[src/rtl/vec_lane_packer_if.sv]
// Element stream in, packed lane vector out.
// Both sides use valid/ready handshakes.
interface vec_lane_packer_if #(
  parameter int ELEM_W = 16,
  parameter int LANES  = 16
);
  localparam int CW = $clog2(LANES) + 1;

  logic                      in_valid;
  logic                      in_ready;
  logic [ELEM_W-1:0]         in_data;
  logic                      in_last;
  logic                      out_valid;
  logic                      out_ready;
  logic [ELEM_W*LANES-1:0]   out_bus;
  logic [CW-1:0]             out_count;

  modport master (
    output in_valid, in_data, in_last, out_ready,
    input  in_ready, out_valid, out_bus, out_count
  );

  modport slave (
    input  in_valid, in_data, in_last, out_ready,
    output in_ready, out_valid, out_bus, out_count
  );
endinterface

[src/rtl/vec_lane_packer.sv]
// Serial-to-parallel packer: 16-bit elements into a zero-filled lane vector.
// VEC_LANE_PACKER_DOUBLE_BUF_EN adds an output register so filling overlaps hold.
module vec_lane_packer #(
  parameter int ELEM_W = 16,
  parameter int LANES  = 16
) (
  input  logic           clk,
  input  logic           rst_n,
  vec_lane_packer_if.slave io
);
  localparam int LW = $clog2(LANES);
  localparam int CW = LW + 1;
  localparam int BW = ELEM_W * LANES;

  logic [BW-1:0] fill_q, fill_d, nbuf;
  logic [BW-1:0] obus_q, obus_d;
  logic [LW-1:0] lc_q, lc_d;
  logic [CW-1:0] ocnt_q, ocnt_d, wcnt;
  logic          ovld_q, ovld_d;
  logic          in_hs, done;

  always_comb begin
    nbuf = fill_q;
    nbuf[int'(lc_q)*ELEM_W +: ELEM_W] = io.in_data;
  end

  assign wcnt = CW'(lc_q) + CW'(1);
  assign done = (lc_q == LW'(LANES-1)) || io.in_last;
  assign in_hs = io.in_valid && io.in_ready;

  assign io.out_valid = ovld_q;
  assign io.out_bus   = obus_q;
  assign io.out_count = ocnt_q;

`ifdef VEC_LANE_PACKER_DOUBLE_BUF_EN
  logic          pend_q, pend_d;
  logic [CW-1:0] pcnt_q, pcnt_d;
  logic          out_hs;

  // A completed vector parks in the fill buffer until the output drains.
  assign io.in_ready = !pend_q;
  assign out_hs      = ovld_q && io.out_ready;

  always_comb begin
    fill_d = fill_q;
    obus_d = obus_q;
    lc_d   = lc_q;
    ocnt_d = ocnt_q;
    ovld_d = ovld_q;
    pend_d = pend_q;
    pcnt_d = pcnt_q;
    if (out_hs) ovld_d = 1'b0;
    if (pend_q && out_hs) begin
      obus_d = fill_q;
      ocnt_d = pcnt_q;
      ovld_d = 1'b1;
      fill_d = '0;
      pend_d = 1'b0;
    end
    if (in_hs) begin
      if (!done) begin
        fill_d = nbuf;
        lc_d   = lc_q + LW'(1);
      end else begin
        lc_d = '0;
        if (!ovld_q || out_hs) begin
          obus_d = nbuf;
          ocnt_d = wcnt;
          ovld_d = 1'b1;
          fill_d = '0;
        end else begin
          fill_d = nbuf;
          pcnt_d = wcnt;
          pend_d = 1'b1;
        end
      end
    end
  end

  always_ff @(posedge clk or negedge rst_n) begin
    if (!rst_n) begin
      fill_q <= '0;
      obus_q <= '0;
      lc_q   <= '0;
      ocnt_q <= '0;
      ovld_q <= 1'b0;
      pend_q <= 1'b0;
      pcnt_q <= '0;
    end else begin
      fill_q <= fill_d;
      obus_q <= obus_d;
      lc_q   <= lc_d;
      ocnt_q <= ocnt_d;
      ovld_q <= ovld_d;
      pend_q <= pend_d;
      pcnt_q <= pcnt_d;
    end
  end
`else
  typedef enum logic {FILL, HOLD} state_e;
  state_e state_q, state_d;

  // No bypass: a held vector blocks input even while it drains.
  assign io.in_ready = (state_q == FILL);

  always_comb begin
    state_d = state_q;
    fill_d  = fill_q;
    obus_d  = obus_q;
    lc_d    = lc_q;
    ocnt_d  = ocnt_q;
    ovld_d  = ovld_q;
    unique case (state_q)
      HOLD: begin
        if (io.out_ready) begin
          state_d = FILL;
          ovld_d  = 1'b0;
        end
      end
      default: begin
        if (in_hs && done) begin
          obus_d  = nbuf;
          ocnt_d  = wcnt;
          ovld_d  = 1'b1;
          fill_d  = '0;
          lc_d    = '0;
          state_d = HOLD;
        end else if (in_hs) begin
          fill_d = nbuf;
          lc_d   = lc_q + LW'(1);
        end
      end
    endcase
  end

  always_ff @(posedge clk or negedge rst_n) begin
    if (!rst_n) begin
      state_q <= FILL;
      fill_q  <= '0;
      obus_q  <= '0;
      lc_q    <= '0;
      ocnt_q  <= '0;
      ovld_q  <= 1'b0;
    end else begin
      state_q <= state_d;
      fill_q  <= fill_d;
      obus_q  <= obus_d;
      lc_q    <= lc_d;
      ocnt_q  <= ocnt_d;
      ovld_q  <= ovld_d;
    end
  end
`endif
endmodule

[src/flat_wrapper.sv]
// flat-port wrapper written by rule: the top's interface ports become plain ports
module vec_lane_packer_flat 
#(
  parameter int ELEM_W = 16,
  parameter int LANES  = 16
)
  (clk, rst_n, io_in_valid, io_in_data, io_in_last, io_out_ready, io_in_ready, io_out_valid, io_out_bus, io_out_count);
  vec_lane_packer_if #(.ELEM_W(ELEM_W), .LANES(LANES)) io_i ();
  input  logic clk;
  input  logic rst_n;
  input wire logic [$bits(io_i.in_valid)-1:0] io_in_valid;
  input wire logic [$bits(io_i.in_data)-1:0] io_in_data;
  input wire logic [$bits(io_i.in_last)-1:0] io_in_last;
  input wire logic [$bits(io_i.out_ready)-1:0] io_out_ready;
  output wire logic [$bits(io_i.in_ready)-1:0] io_in_ready;
  output wire logic [$bits(io_i.out_valid)-1:0] io_out_valid;
  output wire logic [$bits(io_i.out_bus)-1:0] io_out_bus;
  output wire logic [$bits(io_i.out_count)-1:0] io_out_count;
  assign io_i.in_valid = io_in_valid;
  assign io_i.in_data = io_in_data;
  assign io_i.in_last = io_in_last;
  assign io_i.out_ready = io_out_ready;
  assign io_in_ready = io_i.in_ready;
  assign io_out_valid = io_i.out_valid;
  assign io_out_bus = io_i.out_bus;
  assign io_out_count = io_i.out_count;
  vec_lane_packer #(.ELEM_W(ELEM_W), .LANES(LANES)) u_core (.clk(clk), .rst_n(rst_n), .io(io_i));
endmodule
[config.mk]
export PLATFORM = sky130hd
export DESIGN_NAME = vec_lane_packer_flat
export DESIGN_NICKNAME = d
export VERILOG_FILES = /design/src/rtl/vec_lane_packer_if.sv /design/src/rtl/vec_lane_packer.sv /design/src/flat_wrapper.sv
export SDC_FILE = /design/constraint.sdc
export NUM_CORES = 1
export LEC_CHECK = 0
export BUFFER_PORTS_ARGS = -buffer_cell sky130_fd_sc_hd__buf_2
export CORE_ASPECT_RATIO = 0.6
export CORE_UTILIZATION = 65
export CTS_BUF_LIST = sky130_fd_sc_hd__clkbuf_4 sky130_fd_sc_hd__clkbuf_8
export DETAILED_ROUTE_END_ITERATION = 16
export PLACE_DENSITY = 0.91
export SLEW_MARGIN = 25
export SYNTH_ARGS = -nofsm -noshare
export SYNTH_HDL_FRONTEND = slang
export SYNTH_SLANG_ARGS = --single-unit
[constraint.sdc]
create_clock -name clk -period 4.5 [get_ports clk]
set_input_delay 0.9 -clock clk [delete_from_list [all_inputs] [get_ports clk]]
set_output_delay 0.9 -clock clk [all_outputs]
set_load 0.02 [all_outputs]
# Word level (Yosys, flattened, before mapping)
# Index checks and enable logic that the tools add are counted.
# totals
ram_bits	0
mem_count	0
latchBits	0
ff_bits	523
input_bits	21
out_inout_bits	263
rom_bits	0
# classes
add_sub_neg	3
multipliers	0
bitwise	1
n_reduce_logical	8
shift	2
muxes	11
n_lt_le_gt_ge	0
n_eq_ne	2
div_mod_pow	0
# ops
cell	count
$mux W256	2
$bwmux W256	1
$shift A16 B33 Y256 const A	1
$shiftx A16 B33 Y256	1
$neg A8 Y33	1
$mux W4	2
$mux W1	6
$reduce_and A2 Y1	3
$add A4 B1 Y5 const B	1
$add A4 B1 Y4 const B	1
$eq A4 B4 Y1 const B	1
$reduce_bool A2 Y1	2
$logic_and A1 B1 Y1	2
$ne A2 B2 Y1 const B	1
$logic_or A1 B1 Y1	1
$not A1 Y1	1

# Longest topological paths before layout
# Gate-level depths: netlist of the first run.
# depth
word_depth	5
depth_mapped	11
ltp_nobuf	7

# Least setup slack after synthesis of the first run
# OpenSTA, ideal clock, no wires.
# synth_timing
kind	reg2reg
from	reg u_core.lc_q[0]
to	reg u_core.fill_q[214]
slack_ps	1628
stages_incl_launch_ff	12
required_ps	4369
period_less_slack_ps	2872
setup_time_ps	131
arrival_ps	2741
cell_sequence	dfrtp_1 buf_2 clkbuf_1 nor3_1 ha_1 buf_2 nand3b_1 a211oi_2 o21ai_1 buf_2 nand2_1 o21ai_0
# synth_via
elab_chain_len	5
# synth_rtl
item	line_no	source
start: declaration	vec_lane_packer.sv:17	logic [LW-1:0] lc_q, lc_d;
start signal: assignment	vec_lane_packer.sv:148	lc_q <= lc_d;
$neg A8 Y33 / $eq A4 B4 Y1 (equally long branches)	vec_lane_packer.sv:24, vec_lane_packer.sv:28	
$shiftx A16 B33 Y256, or another cell as far along	vec_lane_packer.sv:24	nbuf[int'(lc_q)*ELEM_W +: ELEM_W] = io.in_data;
$bwmux W256 / $logic_and A1 B1 Y1 (equally long branches)	vec_lane_packer.sv:24, vec_lane_packer.sv:121	
$mux W256 / $reduce_bool A2 Y1 (equally long branches)	--	
$mux W256 / $reduce_and A2 Y1 (equally long branches)	--	
end signal: assignment	vec_lane_packer.sv:146	fill_q <= fill_d;
end: declaration	vec_lane_packer.sv:15	logic [BW-1:0] fill_q, fill_d, nbuf;
# Several ways; a longest one is shown, not always the timed one. The select of a mux whose other input is x is not followed.
# A chain may end at the register's enable or synchronous reset.

# Worst setup path in the final report of the first run
# layout_timing
from	reg u_core.lc_q[1]
to	reg u_core.fill_q[154]
# The elaborated chain is that of the path after synthesis.

==> metrics, run 1 <==
Synth Area in Compound Gates=0.178; Area growth syn-to-layout=14.6%; critical path class=reg2reg; DIE HEIGHT=145 µm; top post-synthesis cells by area=dfrtp_1 (59%), mux2i_1 (8.2%), a22o_1 (6.6%); ys flop type=dfrtp_1; cts hold-fix bufs=0; Synth Register Bits=523; die area=34800 µm²; vias in the first global route=17416; Max Fclk=~0.28 GHz; sequential-to-total area share from yosys stat=0.591; element type at the critical path end=flop; CTS sink count=roughly 520; Synth Area per Inst=11.1 µm²; maximum vdd drop=between 200 and 300 µV; initial antenna violation count=8; Critical Path Source Type=flop; Period Utilization, post-route=0.784; post-route cell area=25400 µm²; mux cell area share after synthesis=0.0822; Num CTS Buffers=74; Min-Delay Path Class=in2async; Syn Inst Count=1996; DRT iter0 DRCs=about 2500; DRC Markers=0; Wirelength per Cell=23.5 µm; fill count=approximately 2000; unrepaired setup endpoints after global routing=no; pwr dens=431 nW/µm²; Worst EP arrival=4.05 ns; count leader, synth=dfrtp_1; die width=around 240 µm; Setup-failing EPs final=0; Max Cap Viol=0; maximum clock insertion buffer count=3; Buf/Inv on CP=1; Clk Latency, worst-skew pair=0.65 ns; row cnt=51; WHS=around 0.35 ns; Leak=13.0 nW; top post-synthesis cells by count=dfrtp_1 (523), nand2_1 (295), o21ai_0 (184), mux2i_1 (182), a22o_1 (166); final net count=2223; worst-path fanout max=27; Hold Fails Final Rpt=0; GRT Total Usage=0.369; DRT Wirelength=63500 µm; worst slew pin tran=1.03 ns; Via density=6.54; H-tree levels=3; syn_nets=2020; Syn Std Cell Area=22100 µm²; Async SR Flop Fraction=1.00; crit-path cells=inv_1 > ha_1 > nand3b_1 > or3_1 > a21o_1 > a22o_1; placed cells=2573; CP required=5.02 ns; clock slew at reported path FFs=0.08 ns; Cell variety after synth=56; IO buf count=approximately 280; Max stage delay on crit path=~0.83 ns; area share of xor/xnor cells in the synthesized design=0.000791; layout cell share with drive strength beyond 1=0.216; Final Max Tran Viols=0; Synth Warn #=0; Initial Util=0.671; post-CTS setup buffers=0; slew margin rel.=0.312; Final TNS setup=0 ns; vias=17689; Setup Skew=between 0.04 and 0.05 ns; Post-synth EDFFs=0; global-route wire length before repair=99100 µm; Ports=284; minimum clock period=~3.5 ns; adder-cell share of the synthesized area=0.00169; Pre-Repair DR Iteration Count=8; largest family of logic cells by synthesized area=compound AO/OA/AOI/OAI gates; Post-Layout Cell Count=2706; outcome=finished, final reports clean; GP Congestion=0.925; Synth Area in Simple Gates=0.108; ANT nets after route=0; DP Wirelength=approximately 40000 µm; top cell type's share of synthesized area=0.591; delay-heaviest family, CP=simple AND/OR/NAND/NOR gates; overall power=~11 mW; pin count of the biggest net entering global routing=150; core area=33000 µm²; post-CTS sizing=0; area post-placement=23800 µm²; CTS tree=done; Slowest cell on crit path=or3_1; clock root cell=clkbuf_8; Yosys top cell by area=dfrtp_1; Overflow after GRT=0
## layout make-up
cell class                      count  area [µm²]  share of cell area
Sequential cell                   523       13100               0.516
Multi-Input combinational cell   1270        8290               0.327
Timing Repair Buffer              324        1810              0.0714
Clock buffer                      125        1570              0.0619
Tap cell                          450         563              0.0222
Clock inverter                      6        36.3             0.00143
Inverter                            6        22.5            0.000887
Antenna cell                        2        5.00            0.000197
## worst register-to-register path: stages (launching register included)
cell,delay (ns)
dfrtp_1,0.49
inv_1,0.11
ha_1,0.79
nand3b_1,0.30
or3_1,0.83
a21o_1,0.54
a22o_1,0.33
## path summary, 6_finish.rpt
| kind | start | to | slack (ns) | cells past startpoint |
|---|---|---|---|---|
| worst min-delay path | rst_n | u_core.io.out_bus[42] | 0.35 | 1 |
| worst min register to register | u_core.io.out_bus[41] | u_core.io.out_bus[41] | 0.47 | 2 |
| min in group clk | u_core.io.out_bus[41] | u_core.io.out_bus[41] | 0.47 | 2 |
| worst max register to register | u_core.lc_q[1] | u_core.fill_q[154] | 0.97 | 6 |
| worst max-delay path | u_core.lc_q[1] | u_core.fill_q[154] | 0.97 | 6 |
| max in group asynchronous | rst_n | u_core.io.out_bus[244] | 3.11 | 2 |
## power by group
group,switching (mW),internal (mW)
clock network,1.81,2.19
registers,0.131,4.89
logic,1.44,0.477
total,3.38,7.56
## cells by family (layout without fill, tap and decap cells)
group / Yosys count / after routing
compound gates: 565 / 565
buf+inv: 203 / 461
flops: 523 / 523
fa+ha+maj: 3 / 3
simple gates: 518 / 518
mux: 182 / 182
other cells: 0 / 2
xor+xnor: 2 / 2
## flip-flops by register name (all words and copies together) (netlist names)
register,count
u_core.io.out_bus,256
u_core.io.out_count,5
u_core.io.out_valid,1
u_core.fill_q,256
u_core.lc_q,4
u_core.state_q,1
## per-layer routing
metal	track usage	vias up	part of all wire
met1	0.525	8839	0.40
met4	0.168	8	0.043
met2	0.535	1081	0.45
met3	0.0951	218	0.10
met5	0	-	0.00090
li1	-	7543	-
## metrics by stage
| stage | worst slack (ns) | util |
|---|---|---|
| floorplan | 1.63 | - |
| global placement | 1.19 | 0.720 |
| detailed placement | 0.907 | 0.720 |
| CTS | 0.965 | 0.769 |
| global route | 0.797 | 0.769 |
| finish | 0.971 | 0.770 |
## layout by cell type (no fill, tap or decap), types with 2 or more instances in the layout
cell      count
a211oi_2      2
a21o_1        7
a21oi_1      34
a221o_1      28
a22o_1      166
a31oi_1      18
a32o_1       42
a32oi_1      14
and2_0        2
and2_1       36
and3_1       45
buf_12        6
buf_2       282
buf_4        34
clkbuf_4     24
clkbuf_8    101
clkinv_2      4
dfrtp_1     523
diode_2       2
ha_1          3
inv_1         6
mux2i_1     182
nand2_1     295
nand2b_1      4
nand3_1      32
nand3b_1      3
nand4_1       2
nor2_1       61
nor2_2        4
nor2_4        2
nor2b_1       2
nor3_1        4
nor3_4        5
nor4_2        3
o21ai_0     184
o21ai_1      56
o21ai_2       6
or3_1         4
or4_1         3
xnor2_1       2
Note: power is estimated with default switching activity, not from simulation.
==> run 2, diff against run 1 <==
--- a/config.mk
+++ b/config.mk
@@ -7,10 +7,10 @@
 export LEC_CHECK = 0
 export BUFFER_PORTS_ARGS = -buffer_cell sky130_fd_sc_hd__buf_2
 export CORE_ASPECT_RATIO = 0.6
-export CORE_UTILIZATION = 65
+export CORE_UTILIZATION = 60
 export CTS_BUF_LIST = sky130_fd_sc_hd__clkbuf_4 sky130_fd_sc_hd__clkbuf_8
 export DETAILED_ROUTE_END_ITERATION = 16
-export PLACE_DENSITY = 0.91
+export PLACE_DENSITY = 0.85
 export SLEW_MARGIN = 25
 export SYNTH_ARGS = -nofsm -noshare
 export SYNTH_HDL_FRONTEND = slang
==> constraint.sdc (replaced) <==
create_clock -name clk -period 3.25 [get_ports clk]
set_input_delay 0.65 -clock clk [delete_from_list [all_inputs] [get_ports clk]]
set_output_delay 0.65 -clock clk [all_outputs]
set_load 0.02 [all_outputs]
==> run 2 against run 1 <==
  * Non-clock buffer count increased by 25
  * Fmax is 24% higher
  * Hold slack worse by 0.12 ns
  * Clock skew shrank 0.0068 ns
  * Sequential share of layout area decreased by 0.59 points
  * First-iteration DRC count decreased by 25%
  * Sequential cell count unchanged
  * Wire length down 2.5%
  * Critical path depth is 2 higher
  * Final cell count grew 1.8%
  * Clock power up 39%
  * Critical endpoint is now u_core.fill_q[234]
  * Highest routed layer is now met4
==> metrics, run 2 (synthesis gave the netlist of run 1 again) <==
crit-path cells=inv_1 > ha_1 > buf_4 > nand2b_1 > or4_1 > buf_4 > nor2_4 > a22o_1; GRT Total Usage=0.328; commonest cells after routing, fill and taps aside=dfrtp_1 (523), nand2_1 (295), buf_2 (282); P_sw=4.64 mW; worst slew pin tran=1.03 ns; Min-Delay Path Class=in2reg; CTS tree=done; GP Congestion=0.882; most used cell, CP=buf_4; DIE HEIGHT=151 µm; pin count of the biggest net entering global routing=133; Setup-failing EPs final=0; met3 wire length=5190 µm; Initial Util=0.609; global-route wire length before repair=95800 µm; P_int=10.5 mW; Period Utilization, post-route=0.878; CP required=3.81 ns; Leak=between 10 and 15 nW; wire length on met2=27500 µm; unrepaired setup endpoints after global routing=no; clock share of power=0.366; Max stage delay on crit path=0.51 ns; critical path class=reg2reg; commonest non-fill, non-tap cell in the layout=dfrtp_1; worst hold stages=2; worst-path fanout max=26; Final Max Tran Viols=0; Overflow after GRT=0; vias in the first global route=16649; slew margin rel.=0.312; Via density=roughly 6.3; minimum clock period=between 2 and 3 ns; Pre-Repair DR Iteration Count=5; reg2reg end=u_core.fill_q[234]; core area=~36000 µm²; initial antenna violation count=4; uppermost routed layer=met4; pwr dens=592 nW/µm²; R2R Path Start=u_core.lc_q[0]; M1 wire length=26900 µm; outcome=finished, final reports clean; vias=17430; DP Wirelength=40600 µm; die width=between 200 and 300 µm; Buf/Inv on CP=3; DRT iter0 DRCs=1887; clock slew at reported path FFs=0.07 ns; row cnt=54; post-CTS sizing=0; delay-heaviest family, CP=simple AND/OR/NAND/NOR gates; final net count=2249; Max Cap Viol=0; layout cell share with drive strength beyond 1=0.224; die area=37700 µm²; Area growth syn-to-layout=15.9%; clock root cell=clkbuf_8; maximum vdd drop=408 µV; Setup Skew=0.0334 ns; hold path startpoint=io_out_ready; Reg2Reg Depth=8; ANT nets after route=0; Ports=284; Worst EP arrival=between 3 and 4 ns; H-tree levels=3; Reg power frac=0.457; worst hold endpoint=u_core.state_q; Critical Path Source Type=flop; Max Fclk=approximately 0.35 GHz; CTS sink count=523; switching share of power=0.306; Clk Latency, worst-skew pair=between 0.6 and 0.7 ns; R2R setup slack=0.40 ns; critical path depth=8; Final TNS setup=0 ns; DRT Wirelength=61900 µm; Hold Fails Final Rpt=0; overall power=15.2 mW; Slowest cell on crit path=or4_1; maximum clock insertion buffer count=3; Wirelength per Cell=about 22 µm; Comb pwr share=0.177; Num CTS Buffers=75; IO buf count=283; DRC Markers=0; element type at the critical path end=flop; Final Util=0.706
run 2: cell count changes in the layout (fill, tap and decap cells not counted), sizes merged, moves of 2 or more:
cell | previous run | this run
bufinv | 0 | 2
buf | 324 | 348
clkbuf | 125 | 119
inv | 7 | 9
run 2: worst max path at each step:
stage | endpoint | slack, ns | startpoint
finish | u_core.fill_q[234] | 0.40 | u_core.lc_q[0]
global route | u_core.io.out_bus[218] | 0.24 | u_core.lc_q[1]
CTS | u_core.fill_q[13] | 0.39 | u_core.lc_q[0]
detailed placement | u_core.fill_q[1] | 0.45 | u_core.lc_q[0]
global placement | u_core.io.out_bus[20] | 0.49 | u_core.lc_q[0]
floorplan | u_core.fill_q[214] | 0.38 | u_core.lc_q[0]
run 2: layout make-up:
| cell class | count | area, µm² |
|---|---|---|
| Sequential cell | 523 | 13100 |
| Fill cell | 2555 | 10700 |
| Multi-Input combinational cell | 1270 | 8280 |
| Timing Repair Buffer | 349 | 2090 |
| Clock buffer | 119 | 1490 |
| Tap cell | 476 | 596 |
| Clock inverter | 10 | 116 |
| Inverter | 6 | 22.5 |
| Antenna cell | 1 | 2.50 |
run 2: worst reg2reg max path: stages, from the launching register on:
cell and delay [ns]:
dfrtp_1 0.49, inv_1 0.13, ha_1 0.32, buf_4 0.27, nand2b_1 0.14, or4_1 0.51
buf_4 0.27, nor2_4 0.39, a22o_1 0.25
run 2: per-layer routing:
| layer | vias to the layer above | GRT usage |
|---|---|---|
| li1 | 7605 | - |
| met4 | 0 | 0.141 |
| met3 | 148 | 0.0679 |
| met1 | 8791 | 0.483 |
| met5 | - | 0 |
| met2 | 886 | 0.476 |
run 2: power by group through the flow:
stage | registers (mW) | logic (mW) | clock network [mW]
after detailed placement | 7.05 | 2.65 | 0
after global routing | 6.96 | 2.90 | 5.89
after CTS | 6.93 | 2.66 | 5.61
after global placement | 7.04 | 2.56 | 0
after floorplan | 7.30 | 1.43 | 0
final | 6.94 | 2.69 | 5.56
run 2: repair_timing:
| action | CTS | global route |
|---|---|---|
| hold endpoints to repair | 57 | 0 |
| buffers inserted | 0 | 0 |
| setup endpoints to repair | 0 | 0 |
| hold buffers | 1 | 0 |
run 2: metrics by stage:
step	hold slack, ns	setup WS [ns]	cells	cell area (µm²)
finish	0.229	0.397	2754	25700
global route	0.245	0.238	2753	25700
CTS	0.188	0.392	2753	25700
detailed placement	0.463	0.448	2623	24100
global placement	0.454	0.486	2622	24000
floorplan	0.354	0.378	1996	22200
